### config.mk
export PLATFORM = sky130hd
export DESIGN_NAME = viewport_transform_flat
export DESIGN_NICKNAME = d
export VERILOG_FILES = /design/src/rtl/viewport_pkg.sv /design/src/rtl/viewport_transform_if.sv /design/src/rtl/viewport_transform_fp_to_fixed.sv /design/src/rtl/viewport_transform.sv /design/src/flat_wrapper.sv
export SDC_FILE = /design/constraint.sdc
export NUM_CORES = 1
export LEC_CHECK = 0
export CORE_ASPECT_RATIO = 0.5
export CORE_UTILIZATION = 50
export CTS_BUF_LIST = sky130_fd_sc_hd__clkbuf_4 sky130_fd_sc_hd__clkbuf_8 sky130_fd_sc_hd__clkbuf_16
export CTS_CLUSTER_SIZE = 40
export DETAILED_ROUTE_END_ITERATION = 6
export GPL_TIMING_DRIVEN = 0
export PLACE_DENSITY = 0.69
export SYNTH_ARGS = -nofsm -noshare
export SYNTH_HDL_FRONTEND = slang
export SYNTH_SLANG_ARGS = --single-unit
### constraint.sdc
create_clock -name clk -period 10.79 [get_ports clk]
set_clock_uncertainty 0.2 [all_clocks]
set_input_delay 2.158 -clock clk [delete_from_list [all_inputs] [get_ports clk]]
set_output_delay 2.158 -clock clk [all_outputs]
set_load 0.01 [all_outputs]
### src/rtl/viewport_pkg.sv
// Shared types and constants for the viewport mapping stage.
// NDC fixed point is Q2.16 in 19 signed bits; depth is 16-bit unsigned.
package viewport_pkg;

    typedef enum logic [2:0] {
        IDLE,
        CONV_X,
        CONV_Y,
        CONV_Z,
        SCALE,
        CLAMP,
        DONE
    } state_t;

    localparam int Q_ONE       = 65536;
    localparam int Q_SAT       = 131071;
    localparam int FP_EXP_BIAS = 127;
    localparam int DEPTH_MAX   = 65535;

endpackage

### src/rtl/viewport_transform_if.sv
// Start/done level handshake plus vertex in and screen coordinates out.
// master drives a vertex, slave is the viewport stage.
interface viewport_transform_if;

    logic        start;
    logic [31:0] x;
    logic [31:0] y;
    logic [31:0] z;
    logic [11:0] px;
    logic [11:0] py;
    logic [15:0] depth;
    logic        clipped;
    logic        busy;
    logic        done;

    modport master (
        output start, x, y, z,
        input  px, py, depth, clipped, busy, done
    );

    modport slave (
        input  start, x, y, z,
        output px, py, depth, clipped, busy, done
    );

endinterface

### src/rtl/viewport_transform_fp_to_fixed.sv
// Combinational fp32 to signed Q2.16 converter, truncating toward zero.
// oor flags |v| > 1.0 or Inf/NaN; exactly +-1.0 is in range.
module fp_to_fixed (
    input  logic [31:0]        v,
    output logic signed [18:0] q,
    output logic               oor
);
    import viewport_pkg::*;

    logic        sign;
    logic [7:0]  e;
    logic [22:0] m;
    logic        nan;
    logic [7:0]  sh;
    logic [23:0] mag;

    always_comb begin
        sign = v[31];
        e    = v[30:23];
        m    = v[22:0];
        nan  = (e == 8'hFF) && (m != '0);
        // 134 - e: a biased exponent of 127 lands the hidden one on bit 16
        sh   = 8'(FP_EXP_BIAS + 7) - e;
        mag  = {1'b1, m} >> sh;
        q    = '0;
        oor  = 1'b0;
        if (e == 8'd0) begin
            q = '0;
        end else if (e > 8'(FP_EXP_BIAS)) begin
            q   = (sign && !nan) ? -19'(Q_SAT) : 19'(Q_SAT);
            oor = 1'b1;
        end else begin
            q   = sign ? -19'(mag) : 19'(mag);
            oor = (e == 8'(FP_EXP_BIAS)) && (m != '0);
        end
    end

endmodule

### src/rtl/viewport_transform.sv
// NDC vertex to screen pixel/depth mapping, five cycles per vertex.
// One shared float converter walks x, y, z before scale and clamp.
module viewport_transform #(
    parameter int WIDTH  = 640,
    parameter int HEIGHT = 480
) (
    input  logic                 clk,
    input  logic                 areset_n,
    viewport_transform_if.slave  bus
);
    import viewport_pkg::*;

    localparam logic signed [35:0] Q1    = 36'(Q_ONE);
    localparam logic signed [35:0] W36   = 36'(WIDTH);
    localparam logic signed [35:0] H36   = 36'(HEIGHT);
    localparam logic signed [35:0] D36   = 36'(DEPTH_MAX);
    localparam logic signed [35:0] LIM_X = 36'(WIDTH - 1);
    localparam logic signed [35:0] LIM_Y = 36'(HEIGHT - 1);

    state_t state, nxt;

    logic [31:0]        xin, yin, zin;
    logic [31:0]        cin;
    logic signed [18:0] cq;
    logic               co;
    logic signed [18:0] xq, yq, zq;
    logic               fx, fy, fz;
    logic signed [35:0] sx, sy, sz;
    logic signed [35:0] rx, ry, rz;
    logic [11:0]        px_n, py_n;
    logic [15:0]        dz_n;
    logic               accept;

    assign accept = bus.start && (state == IDLE || state == DONE);

    fp_to_fixed u_conv (
        .v   (cin),
        .q   (cq),
        .oor (co)
    );

    always_comb begin
        case (state)
            CONV_Y:  cin = yin;
            CONV_Z:  cin = zin;
            default: cin = xin;
        endcase
    end

    always_ff @(posedge clk or negedge areset_n) begin
        if (!areset_n) state <= IDLE;
        else           state <= nxt;
    end

    always_comb begin
        nxt = state;
        case (state)
            IDLE:    if (accept) nxt = CONV_X;
            CONV_X:  nxt = CONV_Y;
            CONV_Y:  nxt = CONV_Z;
            CONV_Z:  nxt = SCALE;
            SCALE:   nxt = CLAMP;
            CLAMP:   nxt = DONE;
            DONE:    if (accept) nxt = CONV_X;
            default: nxt = IDLE;
        endcase
    end

    always_comb begin
        bus.busy = (state == CONV_X) || (state == CONV_Y) ||
                   (state == CONV_Z) || (state == SCALE) ||
                   (state == CLAMP);
        bus.done = (state == DONE);
    end

    // Arithmetic shift keeps negatives negative so the sign bit drives the low clamp
    always_comb begin
        rx   = sx >>> 17;
        ry   = sy >>> 17;
        rz   = sz >>> 17;
        px_n = rx[35] ? '0 : (rx > LIM_X) ? LIM_X[11:0] : rx[11:0];
        py_n = ry[35] ? '0 : (ry > LIM_Y) ? LIM_Y[11:0] : ry[11:0];
        dz_n = rz[35] ? '0 : (rz > D36)   ? D36[15:0]   : rz[15:0];
    end

    always_ff @(posedge clk or negedge areset_n) begin
        if (!areset_n) begin
            xin         <= '0;
            yin         <= '0;
            zin         <= '0;
            xq          <= '0;
            yq          <= '0;
            zq          <= '0;
            fx          <= 1'b0;
            fy          <= 1'b0;
            fz          <= 1'b0;
            sx          <= '0;
            sy          <= '0;
            sz          <= '0;
            bus.px      <= '0;
            bus.py      <= '0;
            bus.depth   <= '0;
            bus.clipped <= 1'b0;
        end else begin
            if (accept) begin
                xin <= bus.x;
                yin <= bus.y;
                zin <= bus.z;
            end
            case (state)
                CONV_X: begin
                    xq <= cq;
                    fx <= co;
                end
                CONV_Y: begin
                    yq <= cq;
                    fy <= co;
                end
                CONV_Z: begin
                    zq <= cq;
                    fz <= co;
                end
                SCALE: begin
                    sx <= (36'(xq) + Q1) * W36;
                    sy <= (Q1 - 36'(yq)) * H36;
                    sz <= (36'(zq) + Q1) * D36;
                end
                CLAMP: begin
                    bus.px      <= px_n;
                    bus.py      <= py_n;
                    bus.depth   <= dz_n;
                    bus.clipped <= fx | fy | fz;
                end
                default: ;
            endcase
        end
    end

endmodule

### src/flat_wrapper.sv
// flat-port wrapper written by rule: the top's interface ports become plain ports
module viewport_transform_flat import viewport_pkg::*;
#(
    parameter int WIDTH  = 640,
    parameter int HEIGHT = 480
)
  (clk, areset_n, bus_start, bus_x, bus_y, bus_z, bus_px, bus_py, bus_depth, bus_clipped, bus_busy, bus_done);
  viewport_transform_if bus_i ();
  input  logic clk;
  input  logic areset_n;
  input wire logic [$bits(bus_i.start)-1:0] bus_start;
  input wire logic [$bits(bus_i.x)-1:0] bus_x;
  input wire logic [$bits(bus_i.y)-1:0] bus_y;
  input wire logic [$bits(bus_i.z)-1:0] bus_z;
  output wire logic [$bits(bus_i.px)-1:0] bus_px;
  output wire logic [$bits(bus_i.py)-1:0] bus_py;
  output wire logic [$bits(bus_i.depth)-1:0] bus_depth;
  output wire logic [$bits(bus_i.clipped)-1:0] bus_clipped;
  output wire logic [$bits(bus_i.busy)-1:0] bus_busy;
  output wire logic [$bits(bus_i.done)-1:0] bus_done;
  assign bus_i.start = bus_start;
  assign bus_i.x = bus_x;
  assign bus_i.y = bus_y;
  assign bus_i.z = bus_z;
  assign bus_px = bus_i.px;
  assign bus_py = bus_i.py;
  assign bus_depth = bus_i.depth;
  assign bus_clipped = bus_i.clipped;
  assign bus_busy = bus_i.busy;
  assign bus_done = bus_i.done;
  viewport_transform #(.WIDTH(WIDTH), .HEIGHT(HEIGHT)) u_core (.clk(clk), .areset_n(areset_n), .bus(bus_i));
endmodule
==> results of run 1 <==
critical path, delay by kind of cell, from the launching register on:
family	cells	cell delay, ns
AND/OR/NAND/NOR	5	1.01
flip-flops	1	0.56
XOR/XNOR	2	0.71
buffers and inverters	4	0.93
AO/OA/AOI/OAI	9	1.62
adder cells (fa/ha/maj)	6	2.76
stage by stage:
step           setup TNS [ns]  worst slack (ns)
6_report                    0              2.85
5_1_grt                     0              2.13
4_1_cts                     0              2.80
3_5_place_dp                0              2.83
3_3_place_gp          -958.07             -3.77
2_1_floorplan               0              3.97
routing by layer:
metal | vias up | GRT usage
li1 | 8441 | -
met1 | 9024 | 0.350
met2 | 435 | 0.422
met3 | 105 | 0.0327
met4 | 0 | 0.0684
met5 | - | 0
cells in the mapped netlist, types with 5 or more instances:
master / count / area [µm²]
a211oi_1: 21 / 158
a21o_1: 26 / 195
a21oi_1: 86 / 430
a221o_1: 5 / 50.1
a31oi_1: 19 / 119
and2_1: 18 / 113
and3_1: 7 / 43.8
and3b_1: 8 / 70.1
buf_2: 7 / 35.0
buf_6: 9 / 101
clkbuf_1: 77 / 289
dfrtp_1: 257 / 6430
fa_1: 238 / 4760
ha_1: 170 / 2130
inv_1: 379 / 1420
mux2_2: 115 / 1290
mux2i_1: 33 / 330
nand2_1: 220 / 826
nand2b_1: 13 / 81.3
nand3_1: 32 / 160
nand4_1: 15 / 93.8
nor2_1: 134 / 503
nor2b_1: 7 / 43.8
nor3_1: 33 / 165
nor4_1: 13 / 81.3
o211ai_1: 5 / 37.5
o21a_1: 9 / 67.6
o21ai_0: 125 / 626
o21ai_1: 9 / 45.0
o21bai_1: 6 / 45.0
o221a_2: 6 / 67.6
o221ai_1: 13 / 114
o22a_1: 5 / 43.8
o22ai_1: 13 / 81.3
o31ai_1: 39 / 293
o32ai_1: 5 / 43.8
or2_2: 9 / 56.3
or3_1: 14 / 87.6
xnor2_1: 69 / 604
xor2_1: 34 / 298
area by class of cell:
| class | instances | area, µm² | area share |
|---|---|---|---|
| inverter | 381 | 1430 | 0.0533 |
| antenna | 2 | 5.00 | 0.000187 |
| tap | 627 | 785 | 0.0292 |
| clock inverter | 12 | 151 | 0.00564 |
| sequential | 257 | 6430 | 0.240 |
| multi-input combinational | 1679 | 15300 | 0.572 |
| buffer | 99 | 457 | 0.0170 |
| clock buffer | 35 | 748 | 0.0279 |
| timing repair buffer | 143 | 1470 | 0.0548 |
how the worst max path moves through the flow:
stage	to	depth (start not counted)	slack (ns)
6_report	u_core.sz[35]	26	2.85
3_5_place_dp	u_core.sz[35]	26	2.83
5_1_grt	u_core.sz[35]	26	2.13
3_3_place_gp	u_core.zq[0]	1	-3.77
4_1_cts	u_core.sz[35]	26	2.80
2_1_floorplan	u_core.sz[35]	26	3.97
cells in the final DEF (no fill, tap or decap), types with 13 or more instances in the layout:
master	n
a211oi_1	21
a21o_1	26
a21oi_1	86
a31oi_1	19
and2_1	18
clkbuf_1	77
clkbuf_16	27
clkdlybuf4s50_1	140
dfrtp_1	257
fa_1	238
ha_1	170
inv_1	379
mux2_2	115
mux2i_1	33
nand2_1	220
nand2b_1	13
nand3_1	32
nand4_1	15
nor2_1	134
nor3_1	33
nor4_1	13
o21ai_0	125
o221ai_1	13
o22ai_1	13
o31ai_1	39
or3_1	14
xnor2_1	69
xor2_1	34
state kept, by name, indices dropped and copies added (netlist names), 3 cells and up:
name	count
u_core.xin	32
u_core.yin	32
u_core.zin	32
u_core.sx	19
u_core.sy	19
u_core.sz	19
u_core.xq	19
u_core.yq	19
u_core.zq	19
u_core.bus.depth	16
u_core.bus.px	12
u_core.bus.py	12
u_core.state	3
cells by family (layout without fill, tap and decap cells):
| kind of cell | count (synthesis) | after routing | share of synthesized area |
|---|---|---|---|
| other cells | 0 | 2 | 0 |
| buf+inv | 480 | 670 | 0.0797 |
| fa+ha+maj | 408 | 408 | 0.291 |
| simple gates | 549 | 549 | 0.109 |
| mux | 159 | 159 | 0.0770 |
| compound gates | 458 | 458 | 0.131 |
| flops | 257 | 257 | 0.272 |
| xor+xnor | 105 | 105 | 0.0400 |
==> metrics.yaml, run 1 <==
clock_tree:
  cts_root_buf: "clkbuf_16"
  cts_resized: 0
  cts_max_level: 1
  holdBufCountCts: 0
  cts.clk_slew.worst_paths_ns: 0.07
  clockBufferDepth: 3
  cts_tree: "built"
  cts_buffers: 26
  clk-insertion-delay-late_ns: 0.56
  cts.sinks: 257
  cts_setup_buffers: 0
sta:
  max-slew-margin-rel: 0.101
  rsz0062_at_grt: "false"
  hold_viol: 0
  hold_slack_ns: 0.276
  fmaxAchievable_mhz: 126
  period_share: 0.736
  slew_violations: 0
  period_minus_slack_ns: 7.94
  tightestPinTransition_ns: 1.35
  setup_viol: 0
placed_design:
  portBuffers: 141
  hpwlAfterDp_um: 48500
  placed_area_um2: 25900
  place_inst: 3186
  globalplace.congestion: 0.951
detailed_routing:
  totalWireLength_um: 59100
  m1WireLength_um: 26600
  via_per_inst: 5.57
  routed.top_layer: "met4"
  route.met2.wl_um: 27900
  wl_met3_um: 2910
  vias: 18000
  drc: 0
  antenna_left: 0
  firstDrtPassIters: 5
  first_iter_violations: 1344
  routedWlPerCell_um: 18.3
logic_synthesis:
  yosys_most_used_dff: "dfrtp_1"
  synth_area_per_cell_um2: 9.79
  synth_seq_cells: 257
  yosysSeqAreaShare: 0.272
  ys_warn_count: 0
  synth-edff-count: 0
  mappedNetlistArea_um2: 23700
  synth.distinct_cells: 98
  syn_nets: 2923
  synthCells: 2416
  synthArstFlopShare: 1.00
hold_path:
  hold_path_class: "flop to flop"
  hold_start: "u_core.sz[33]"
  holdPathEnd: "u_core.sz[33]"
  hold_depth: 2
grt:
  global_route.overflow_total: 0
  grt_usage: 0.254
  grt_max_degree: 98
  antenna_found_initial: 1
  grt_pass1_wl_um: 97000
  grt_pass1_vias: 18400
floorplanning:
  die_h_um: 156
  die_w_um: 310
  rows: 55
  initial_core_util: 0.515
  ios: 142
  die_area_um2: 48300
  design.core.area_um2: 45900
finish:
  syn_to_final_growth_pct: 13.4
  layout.nets: 3094
  fin_cells: 3235
  fin_util: 0.584
  fill_cells: 4052
  drive_gt1_frac: 0.0932
  fin_area_um2: 26800
worst_setup_path:
  cp_slowest_cell: "inv_1"
  crit_required_ns: 10.98
  cp_data_arrival_time_ns: 8.13
  ff2ff_setup_slack_ns: 2.85
  worst_setup_path_start_kind: "flop"
  path_class: "flop to flop"
  r2r-end: "u_core.sz[35]"
  reg2regPathDepth: 26
  crit_fanout: 16
  crit_path_start: "u_core.zq[16]"
  cp_slowest_stage_delay_ns: 0.71
  endpoint_kind: "flop"
  r2r_start: "u_core.zq[16]"
run:
  drv_cap: 0
status:
  outcome: "complete, no violations"
Power of run 1 is left out: the tool's default activity adds up to more than one toggle a clock period on the data nets, which glitch-free logic cannot reach.
==> inputs of run 2 (changes only) <==
- PLACE_DENSITY: 0.69 -> 0.72
- clock period: 10.79 -> 6.5 ns (I/O delays scaled with it)
==> metrics.yaml, run 2 (synthesis gave the netlist of run 1 again) <==
sta:
  setup_viol: 0
  tightestPinTransition_ns: 1.28
  max-slew-margin-rel: 0.145
  slew_violations: 0
  period_minus_slack_ns: 6.48
  layout_setup_ws_ns: 0.0240
  finalSetupTns_ns: 0
  period_share: 0.996
  hold_viol: 0
  rsz0062_at_grt: "true"
  fmaxAchievable_mhz: 154
worst_setup_path:
  r2r_start: "u_core.zq[9]"
  cp_slowest_stage_delay_ns: 0.66
  path_cells: "clkinvlp_4 -> buf_6 -> fa_2 -> fa_2 -> fa_2 -> inv_1 -> ha_1 -> fa_1 -> fa_1 -> ha_1 -> o211ai_1 -> o311a_4 -> o211ai_1 -> a21o_1 -> nand2_2 -> o31a_1 -> a21oi_2 -> a211oi_2 -> a21oi_1 -> xnor2_1 -> o21ai_1"
  endpoint_kind: "flop"
  reg2regPathDepth: 21
  cp_slowest_cell: "fa_2"
  cpMostUsedCell: "fa_2"
  cp_data_arrival_time_ns: 6.68
  worst_setup_path_start_kind: "flop"
  r2r-end: "u_core.sz[35]"
  path_class: "flop to flop"
  crit_required_ns: 6.71
  ff2ff_setup_slack_ns: 0.02
  crit_fanout: 4
hold_path:
  hold_start: "u_core.bus.depth[0]"
  hold_path_class: "flop to flop"
  hold_depth: 2
  holdPathEnd: "u_core.bus.depth[0]"
placed_design:
  hpwlAfterDp_um: 49200
  portBuffers: 141
  place_ws_ns: -1.08
  globalplace.congestion: 0.991
status:
  outcome: "complete, no violations"
finish:
  final_common_cell: "inv_1"
  biggestRegsByFlops: "u_core.xin x32, u_core.yin x32, u_core.zin x32"
  register_area_um2: 6440
  layout.nets: 3137
  drive_gt1_frac: 0.132
  diodes: 0
  multi_input_comb_area_um2: 15600
  syn_to_final_growth_pct: 16.1
  fill_cells: 3912
  layout_common_cells: "362 x inv_1, 247 x dfrtp_1, 226 x fa_1"
detailed_routing:
  antenna_left: 0
  routedWlPerCell_um: 19.0
  first_iter_violations: 1221
  drc: 0
  vias: 18300
  totalWireLength_um: 62100
  firstDrtPassIters: 6
  via_per_inst: 5.58
floorplanning:
  design.core.area_um2: 45900
  rows: 55
  die_h_um: 156
  ios: 142
  initial_core_util: 0.515
  die_w_um: 310
  die_area_um2: 48300
clock_tree:
  cts_max_level: 1
  cts_tree: "built"
  cts.clk_slew.worst_paths_ns: 0.07
  cts_root_buf: "clkbuf_16"
  clk-insertion-delay-late_ns: 0.56
  clockBufferDepth: 3
  cts.sinks: 257
  cts_buffers: 25
grt:
  grt_util_met2: 0.449
  grt_pass1_vias: 18900
  antenna_found_initial: 0
  met1_usage: 0.359
  grt_busiest_layer: "met2"
  grt_usage: 0.264
  grt_util_met3: 0.0319
  grt_pass1_wl_um: 101000
  global_route.overflow_total: 0
  grt_max_degree: 111
run:
  drv_cap: 0
run 2: cell types whose count changed in the layout (fill, tap and decap cells not counted), sizes merged:
| cell | change |
|---|---|
| buf | +44 |
| clkbuf | -1 |
| bufinv | +1 |
| clkinvlp | +5 |
| clkinv | +1 |
| inv | -8 |
| diode | -2 |
run 2: how the worst max path moves through the flow:
stage / startpoint / end / slack [ns]
2_1_floorplan: u_core.zq[16] / u_core.sz[35] / 0.01
6_report: u_core.zq[9] / u_core.sz[35] / 0.02
3_5_place_dp: u_core.zq[16] / u_core.sz[35] / -1.08
4_1_cts: u_core.zq[16] / u_core.sz[35] / 0.0007
5_1_grt: u_core.zq[16] / u_core.sz[35] / -0.31
3_3_place_gp: areset_n / u_core.zq[3] / -7.04
run 2: worst max-delay path, delay by kind of cell (launching register included):
| kind | cells | cell delay, ns |
|---|---|---|
| adders and majority gates | 7 | 3.31 |
| AOI/OAI and AO/OA | 9 | 1.88 |
| DFF | 1 | 0.40 |
| buffers and inverters | 3 | 0.31 |
| xor gates and xnor gates | 1 | 0.17 |
| and+or+nand+nor | 1 | 0.08 |
run 2: stage by stage:
step / utilization / std cells / hold slack (ns) / instance area [µm²]
finish: 0.598 / 3275 / 0.278 / 27500
global route: 0.598 / 3275 / 0.305 / 27500
detailed placement: 0.565 / 3187 / 0.263 / 25900
global placement: 0.564 / 3184 / 0.255 / 25900
CTS: 0.594 / 3263 / 0.278 / 27300
floorplan: - / 2416 / 0.242 / 23700
run 2: layout make-up:
| cell class | count | share of cell area |
|---|---|---|
| Multi-Input combinational cell | 1679 | 0.569 |
| Tap cell | 627 | 0.0286 |
| Sequential cell | 257 | 0.235 |
| Clock buffer | 34 | 0.0257 |
| Inverter | 381 | 0.0534 |
| Buffer | 99 | 0.0166 |
| Timing Repair Buffer | 187 | 0.0659 |
| Clock inverter | 11 | 0.00606 |
run 2: per-layer routing:
| metal | up-vias | share of wire |
|---|---|---|
| met5 | - | 0 |
| met4 | 0 | 0.027 |
| met3 | 97 | 0.048 |
| met2 | 493 | 0.49 |
| met1 | 9142 | 0.44 |
| li1 | 8542 | - |
run 2: timing repair:
action,CTS,global route
pin swaps,27,26
cloned,0,0
resized for setup,57,29
endpoints found under the setup margin,15,36
hold buffers,0,0
buffers inserted,31,13
Power of run 2 is left out for the same reason.
